### config.mk
export PLATFORM = sky130hd
export DESIGN_NAME = mem_responder_flat
export DESIGN_NICKNAME = d
export VERILOG_FILES = /design/src/rtl/mem_responder_pkg.sv /design/src/rtl/mem_responder_if.sv /design/src/rtl/mem_array.sv /design/src/rtl/mem_responder.sv /design/src/flat_wrapper.sv
export SDC_FILE = /design/constraint.sdc
export NUM_CORES = 2
export LEC_CHECK = 0
export ABC_CLOCK_PERIOD_IN_PS = 9200
export BUFFER_PORTS_ARGS = -buffer_cell sky130_fd_sc_hd__buf_4
export CORE_MARGIN = 2
export CORE_UTILIZATION = 32
export DETAILED_ROUTE_END_ITERATION = 10
export PLACE_DENSITY = 0.49
export SYNTH_ARGS = -nofsm -noshare
export SYNTH_HDL_FRONTEND = slang
export SYNTH_HIERARCHICAL = 1
export SYNTH_SLANG_ARGS = --single-unit
### constraint.sdc
create_clock -name clock -period 9.2 [get_ports clock]
set_clock_uncertainty 0.2 [all_clocks]
set_input_delay 0.92 -clock clock [delete_from_list [all_inputs] [get_ports clock]]
set_output_delay 0.92 -clock clock [all_outputs]
set_load 0.01 [all_outputs]
### src/rtl/mem_responder_pkg.sv
// mem_responder shared types
// FSM state and operation encodings
package mem_responder_pkg;

  typedef enum logic [1:0] {
    IDLE = 2'd0,
    WAIT = 2'd1,
    RESP = 2'd2
  } state_t;

  typedef enum logic {
    OP_RD = 1'b0,
    OP_WR = 1'b1
  } op_t;

endpackage

### src/rtl/mem_responder_if.sv
// mem_responder request/response bus
// master = control FSM / loader side, slave = responder
interface mem_responder_if #(
  parameter int ADDR_W = 8,
  parameter int DATA_W = 8
);
  logic              mem_read;
  logic              mem_write;
  logic [ADDR_W-1:0] addr;
  logic [DATA_W-1:0] wdata;
  logic [DATA_W-1:0] rdata;
  logic              mem_ready;
  logic              busy;
  logic              load_en;
  logic [ADDR_W-1:0] load_addr;
  logic [DATA_W-1:0] load_data;
  logic              err;

  modport master (
    output mem_read, mem_write, addr, wdata,
    output load_en, load_addr, load_data,
    input  rdata, mem_ready, busy, err
  );

  modport slave (
    input  mem_read, mem_write, addr, wdata,
    input  load_en, load_addr, load_data,
    output rdata, mem_ready, busy, err
  );
endinterface

### src/rtl/mem_array.sv
// mem_responder storage
// single write port, combinational read, no reset
module mem_array #(
  parameter int ADDR_W = 8,
  parameter int DATA_W = 8
) (
  input  logic              clock,
  input  logic              we,
  input  logic [ADDR_W-1:0] waddr,
  input  logic [DATA_W-1:0] wdata,
  input  logic [ADDR_W-1:0] raddr,
  output logic [DATA_W-1:0] rdata
);
  logic [DATA_W-1:0] mem [2**ADDR_W];

  // synchronous write
  always_ff @(posedge clock) begin
    if (we) mem[waddr] <= wdata;
  end

  assign rdata = mem[raddr];
endmodule

### src/rtl/mem_responder.sv
// mem_responder: wait-state memory responder
// answers MemRead/MemWrite strobes after LATENCY wait cycles
module mem_responder
  import mem_responder_pkg::*;
#(
  parameter int ADDR_W  = 8,
  parameter int DATA_W  = 8,
  parameter int LATENCY = 2
) (
  input logic        clock,
  input logic        reset,
  mem_responder_if.slave bus
);
  localparam logic [3:0] CNT_INIT = 4'(LATENCY - 1);

  state_t            state;
  state_t            state_n;
  op_t               op_q;
  logic [ADDR_W-1:0] addr_q;
  logic [DATA_W-1:0] wdata_q;
  logic [DATA_W-1:0] rdata_q;
  logic [DATA_W-1:0] ram_q;
  logic [3:0]        cnt;
  logic              err_q;

  logic              idle;
  logic              req;
  logic              last;
  logic              cpu_we;
  logic              ld_we;
  logic              ram_we;
  logic [ADDR_W-1:0] ram_wa;
  logic [DATA_W-1:0] ram_wd;

  // the unused code 2'd3 behaves as IDLE
  assign idle   = (state != WAIT) && (state != RESP);
  assign req    = bus.mem_read | bus.mem_write;
  assign last   = (state == WAIT) && (cnt == 4'd0);
  assign cpu_we = last && (op_q == OP_WR);
  assign ld_we  = idle && bus.load_en && !req;

  // CPU commit and preload share one port; never both
  assign ram_we = cpu_we | ld_we;
  assign ram_wa = cpu_we ? addr_q  : bus.load_addr;
  assign ram_wd = cpu_we ? wdata_q : bus.load_data;

  mem_array #(
    .ADDR_W(ADDR_W),
    .DATA_W(DATA_W)
  ) u_ram (
    .clock(clock),
    .we   (ram_we),
    .waddr(ram_wa),
    .wdata(ram_wd),
    .raddr(addr_q),
    .rdata(ram_q)
  );

  // state register
  always_ff @(posedge clock or posedge reset) begin
    if (reset) state <= IDLE;
    else       state <= state_n;
  end

  // next-state logic
  always_comb begin
    state_n = state;
    case (state)
      IDLE:    if (req) state_n = WAIT;
      WAIT:    if (cnt == 4'd0) state_n = RESP;
      RESP:    state_n = IDLE;
      default: state_n = req ? WAIT : IDLE;
    endcase
  end

  // Moore outputs
  always_comb begin
    bus.mem_ready = (state == RESP);
    bus.busy      = !idle;
  end

  assign bus.rdata = rdata_q;
  assign bus.err   = err_q;

  // request capture, wait counter and read-data register
  always_ff @(posedge clock or posedge reset) begin
    if (reset) begin
      addr_q  <= '0;
      wdata_q <= '0;
      op_q    <= OP_RD;
      cnt     <= 4'd0;
      rdata_q <= '0;
    end else begin
      if (idle && req) begin
        addr_q  <= bus.addr;
        wdata_q <= bus.wdata;
        op_q    <= bus.mem_write ? OP_WR : OP_RD;
        cnt     <= CNT_INIT;
      end else if (state == WAIT && cnt != 4'd0) begin
        cnt <= cnt - 4'd1;
      end
      if (last && op_q == OP_RD) rdata_q <= ram_q;
    end
  end

  // sticky protocol error
  always_ff @(posedge clock or posedge reset) begin
    if (reset) begin
      err_q <= 1'b0;
    end else begin
      if (idle && bus.mem_read && bus.mem_write) err_q <= 1'b1;
      if (idle && bus.load_en && req)            err_q <= 1'b1;
      if (!idle && bus.load_en)                  err_q <= 1'b1;
    end
  end
endmodule

### src/flat_wrapper.sv
// flat-port wrapper written by rule: the top's interface ports become plain ports
module mem_responder_flat import mem_responder_pkg::*;
#(
  parameter int ADDR_W  = 8,
  parameter int DATA_W  = 8,
  parameter int LATENCY = 2
)
  (clock, reset, bus_mem_read, bus_mem_write, bus_addr, bus_wdata, bus_load_en, bus_load_addr, bus_load_data, bus_rdata, bus_mem_ready, bus_busy, bus_err);
  mem_responder_if #(.ADDR_W(ADDR_W), .DATA_W(DATA_W)) bus_i ();
  input logic clock;
  input logic reset;
  input wire logic [$bits(bus_i.mem_read)-1:0] bus_mem_read;
  input wire logic [$bits(bus_i.mem_write)-1:0] bus_mem_write;
  input wire logic [$bits(bus_i.addr)-1:0] bus_addr;
  input wire logic [$bits(bus_i.wdata)-1:0] bus_wdata;
  input wire logic [$bits(bus_i.load_en)-1:0] bus_load_en;
  input wire logic [$bits(bus_i.load_addr)-1:0] bus_load_addr;
  input wire logic [$bits(bus_i.load_data)-1:0] bus_load_data;
  output wire logic [$bits(bus_i.rdata)-1:0] bus_rdata;
  output wire logic [$bits(bus_i.mem_ready)-1:0] bus_mem_ready;
  output wire logic [$bits(bus_i.busy)-1:0] bus_busy;
  output wire logic [$bits(bus_i.err)-1:0] bus_err;
  assign bus_i.mem_read = bus_mem_read;
  assign bus_i.mem_write = bus_mem_write;
  assign bus_i.addr = bus_addr;
  assign bus_i.wdata = bus_wdata;
  assign bus_i.load_en = bus_load_en;
  assign bus_i.load_addr = bus_load_addr;
  assign bus_i.load_data = bus_load_data;
  assign bus_rdata = bus_i.rdata;
  assign bus_mem_ready = bus_i.mem_ready;
  assign bus_busy = bus_i.busy;
  assign bus_err = bus_i.err;
  mem_responder #(.ADDR_W(ADDR_W), .DATA_W(DATA_W), .LATENCY(LATENCY)) u_core (.clock(clock), .reset(reset), .bus(bus_i));
endmodule
==> run_results.csv <==
group,metric,value,unit
timing,hold_viol,0,
drt,drc,0,
outcome,outcome,"finished clean",
critical_path,cp.required,9.49,ns
timing,fin_tns_setup,0,ns
final_layout,syn2layout_area_growth,13.3,%
critical_path,critical_path.max_fanout,17,
synthesis,synth_area,81100,um^2
floorplan,io-pin-count,48,
timing,relSlewSlack,9.11,%
drt,vias,39500,
synthesis,synth_edf_count,2048,
synthesis,yosysWarnings,6,
flow_run,cap_viol_max_count,0,
critical_path,startpoint_type,"register",
clocking,cts_max_level,4,
clocking,clk_pin_slew_worst_paths,0.06,ns
global_routing,grt_max_degree,181,
critical_path,cp-end-kind,"register",
synthesis,synth_seq_area_share,76.8,%
timing,min_period,5.61,ns
timing,worst_pin_slew,1.36,ns
power_and_ir_drop,irDropWorstVdd,0.000233,V
floorplan,die_w,507,um
placement,io_buffers,47,
synthesis,avgSynthCellArea,21.1,um^2
drt,drt_iter0_drc,4311,
drt,ant_nets,0,
clocking,clkSinkCount,2080,
power_and_ir_drop,p_per_area,294,nW/um^2
timing,hold_ws,0.0909,ns
floorplan,rows,184,
placement,dp_hpwl,132000,um
critical_path,arrival,5.89,ns
global_routing,grt_usage,17.0,%
floorplan,die-height,507,um
floorplan,initial_core_util,32.2,%
clocking,cts_made_buffers,213,
timing,slew_viol_final,0,
final_layout,fillers,22900,
timing,fin_crit_sh,60.9,%
clocking,cts_resized,0,
synthesis,synth_ff_type,"edfxtp_1",
global_routing,gr-total-overflow,0,
floorplan,die_area,257000,um^2
synthesis,synthCells,3848,
global_routing,grt_pass1_vias,40100,
placement,place_congestion,0.807,
global_routing,grt_antenna_before_repair,9,
hold_path,min-delay-path-class,"primary input to register",
synthesis,async_flop_share,1.54,%
clocking,root_buffer,"clkbuf_16",
drt,avgRoutedWirePerCell,29.5,um
timing,final-setup-viol-count,0,
final_layout,multi_input_area,17500,um^2
drt,vias_per_cell,5.27,
final_layout,drive_gt1_share,23.5,%
clocking,cts_tree,"done",
power_and_ir_drop,total_leakage_power,27.9,nW
global_routing,grt_pass1_wl,313000,um
final_layout,seq_area,62300,um^2
clocking,insertion_delay,0.86,ns
synthesis,synth.distinct_cells,69,
timing,rsz0062_at_grt,"false",
synthesis,syn_nets,3892,
drt,wirelength,221000,um
timing,max_freq,0.178,GHz
clocking,clk_path_buf_depth,3,
critical_path,path_class,"register to register",
final_layout,finalNetCount,4004,
synthesis,synth-seq-cells,2080,
floorplan,fp.coreArea,252000,um^2
drt,dr.pass1.iters,6,
clocking,cts_setup_buffers,0,
## final timing paths
path	depth (start not counted)	to	slack, ns	startpoint
max	9	u_core/u_ram/mem[133][3]$_DFFE_PP_	3.59	u_core/state[1]$_DFFE_PP0P_
min	2	u_core/addr_q[7]$_DFFE_PP0P_	0.09	bus_addr[7]
max reg2reg	9	u_core/u_ram/mem[133][3]$_DFFE_PP_	3.59	u_core/state[1]$_DFFE_PP0P_
min reg2reg	1	u_core/bus.err$_DFFE_PP0P_	0.28	u_core/bus.err$_DFFE_PP0P_
max in group asynchronous	4	u_core/addr_q[3]$_DFFE_PP0P_	7.56	reset
min in group asynchronous	4	u_core/addr_q[6]$_DFFE_PP0P_	0.60	reset
## sequential cells by signal (all words and copies together), names as in the netlist
register and count:
u_core/op_q 1, u_core/wdata_q 8, u_core/state 2, u_core/addr_q 8, u_core/bus.rdata 8, u_core/u_ram/mem 2048
u_core/bus.err 1, u_core/cnt 4
## logic make-up (layout without fill, tap and decap cells)
group | after synthesis | in the layout | share of synthesized area (%)
and+or+nand+nor | 480 | 480 | 2.73
AOI/OAI and AO/OA | 400 | 400 | 3.50
muxes | 632 | 632 | 15.0
buffers and inverters | 249 | 540 | 1.88
other | 0 | 3 | 0
adders and majority gates | 7 | 7 | 0.108
DFF | 2080 | 2080 | 76.8
## where the power goes
part	leakage (nW)	switching (mW)	internal, mW	total (mW)
Clock	3.29	3.66	4.72	8.38
Combinational	5.84	4.71	2.92	7.62
Sequential	18.8	0.227	10.7	11.0
## cells in the mapped netlist (all sizes together), types with 4 or more instances
cell type | instances | area (um^2)
a221oi | 14 | 129
o22a | 5 | 43.8
o221ai | 47 | 418
mux2 | 42 | 507
dfrtp | 32 | 801
nand3b | 4 | 55.1
o22ai | 30 | 188
clkbuf | 111 | 417
nor2 | 285 | 1070
a21oi | 99 | 495
a22o | 8 | 70.1
or2 | 5 | 31.3
a211oi | 18 | 140
nor3 | 24 | 131
ha | 7 | 87.6
edfxtp | 2048 | 61500
mux4 | 456 | 10300
mux2i | 134 | 1340
a22oi | 134 | 1010
o21ai | 13 | 65.1
nand3 | 34 | 170
buf | 127 | 1070
and2 | 7 | 46.3
a2111oi | 5 | 52.6
nand2 | 34 | 128
nand2b | 9 | 56.3
nand4 | 10 | 62.6
o32ai | 5 | 51.3
inv | 10 | 37.5
nor2b | 32 | 200
o211ai | 10 | 75.1
nor4 | 27 | 188
## worst max-delay path, stage by stage, from the launching register on
cell and delay [ns]:
dfrtp_1 0.41, inv_1 0.11, ha_1 0.40, nand3b_4 0.13, nand3b_4 0.53, mux2_2 0.55
nor2b_1 0.47, nand3_1 1.11, buf_4 0.61, nor2_1 0.66
## layout make-up
cell class,count,share of cell area (%)
diodes,3,0.00817
clock inverters,137,1.27
repair buffers,135,1.20
multi-input cells,1519,19.0
well taps,3348,4.56
inverters,11,0.0450
clock buffers,257,6.06
flip-flops and latches,2080,67.9
## routing by layer
metal	up-vias	GRT usage (%)	wire, um
met3	258	2.92	12600
met1	21600	24.2	98200
met5	-	0	0
met4	0	3.78	4250
li1	16400	-	-
met2	1241	27.3	106000
## layout by cell type (no fill, tap or decap), types with 10 or more instances in the layout
| cell type | count |
|---|---|
| a21oi_1 | 99 |
| clkbuf_1 | 38 |
| mux4_2 | 454 |
| nand3_1 | 28 |
| nor2b_1 | 29 |
| nand4_1 | 10 |
| clkinv_2 | 43 |
| o22ai_1 | 30 |
| mux2_2 | 31 |
| mux2i_1 | 134 |
| o221ai_1 | 46 |
| clkbuf_16 | 214 |
| nor2_1 | 282 |
| dfrtp_1 | 27 |
| a221oi_1 | 13 |
| buf_4 | 126 |
| o21ai_0 | 11 |
| a211oi_1 | 17 |
| nor4_1 | 22 |
| bufinv_16 | 15 |
| o211ai_1 | 10 |
| a22oi_1 | 134 |
| clkinv_1 | 56 |
| nor3_1 | 23 |
| nand2_1 | 34 |
| edfxtp_1 | 2048 |
## through the flow
| stage | power (mW) | std cells | cell area, um^2 | worst slack, ns | utilization (%) |
|---|---|---|---|---|---|
| finish | 27.0 | 7490 | 91800 | 3.59 | 36.5 |
| floorplan | 16.1 | 3848 | 81100 | 5.47 | - |
| global route | 27.9 | 7488 | 91800 | 3.44 | 36.5 |
| CTS | 27.3 | 7487 | 91800 | 3.60 | 36.5 |
| detailed placement | 18.9 | 7092 | 85100 | 3.67 | 33.8 |
| global placement | 18.9 | 7091 | 85100 | 3.71 | 33.8 |
## what timing repair did
action | CTS | global route
hold endpoints to repair | 2 | 0
hold buffers | 1 | 0
setup endpoints to repair | 0 | 0
Note: power is estimated with default switching activity, not from simulation.
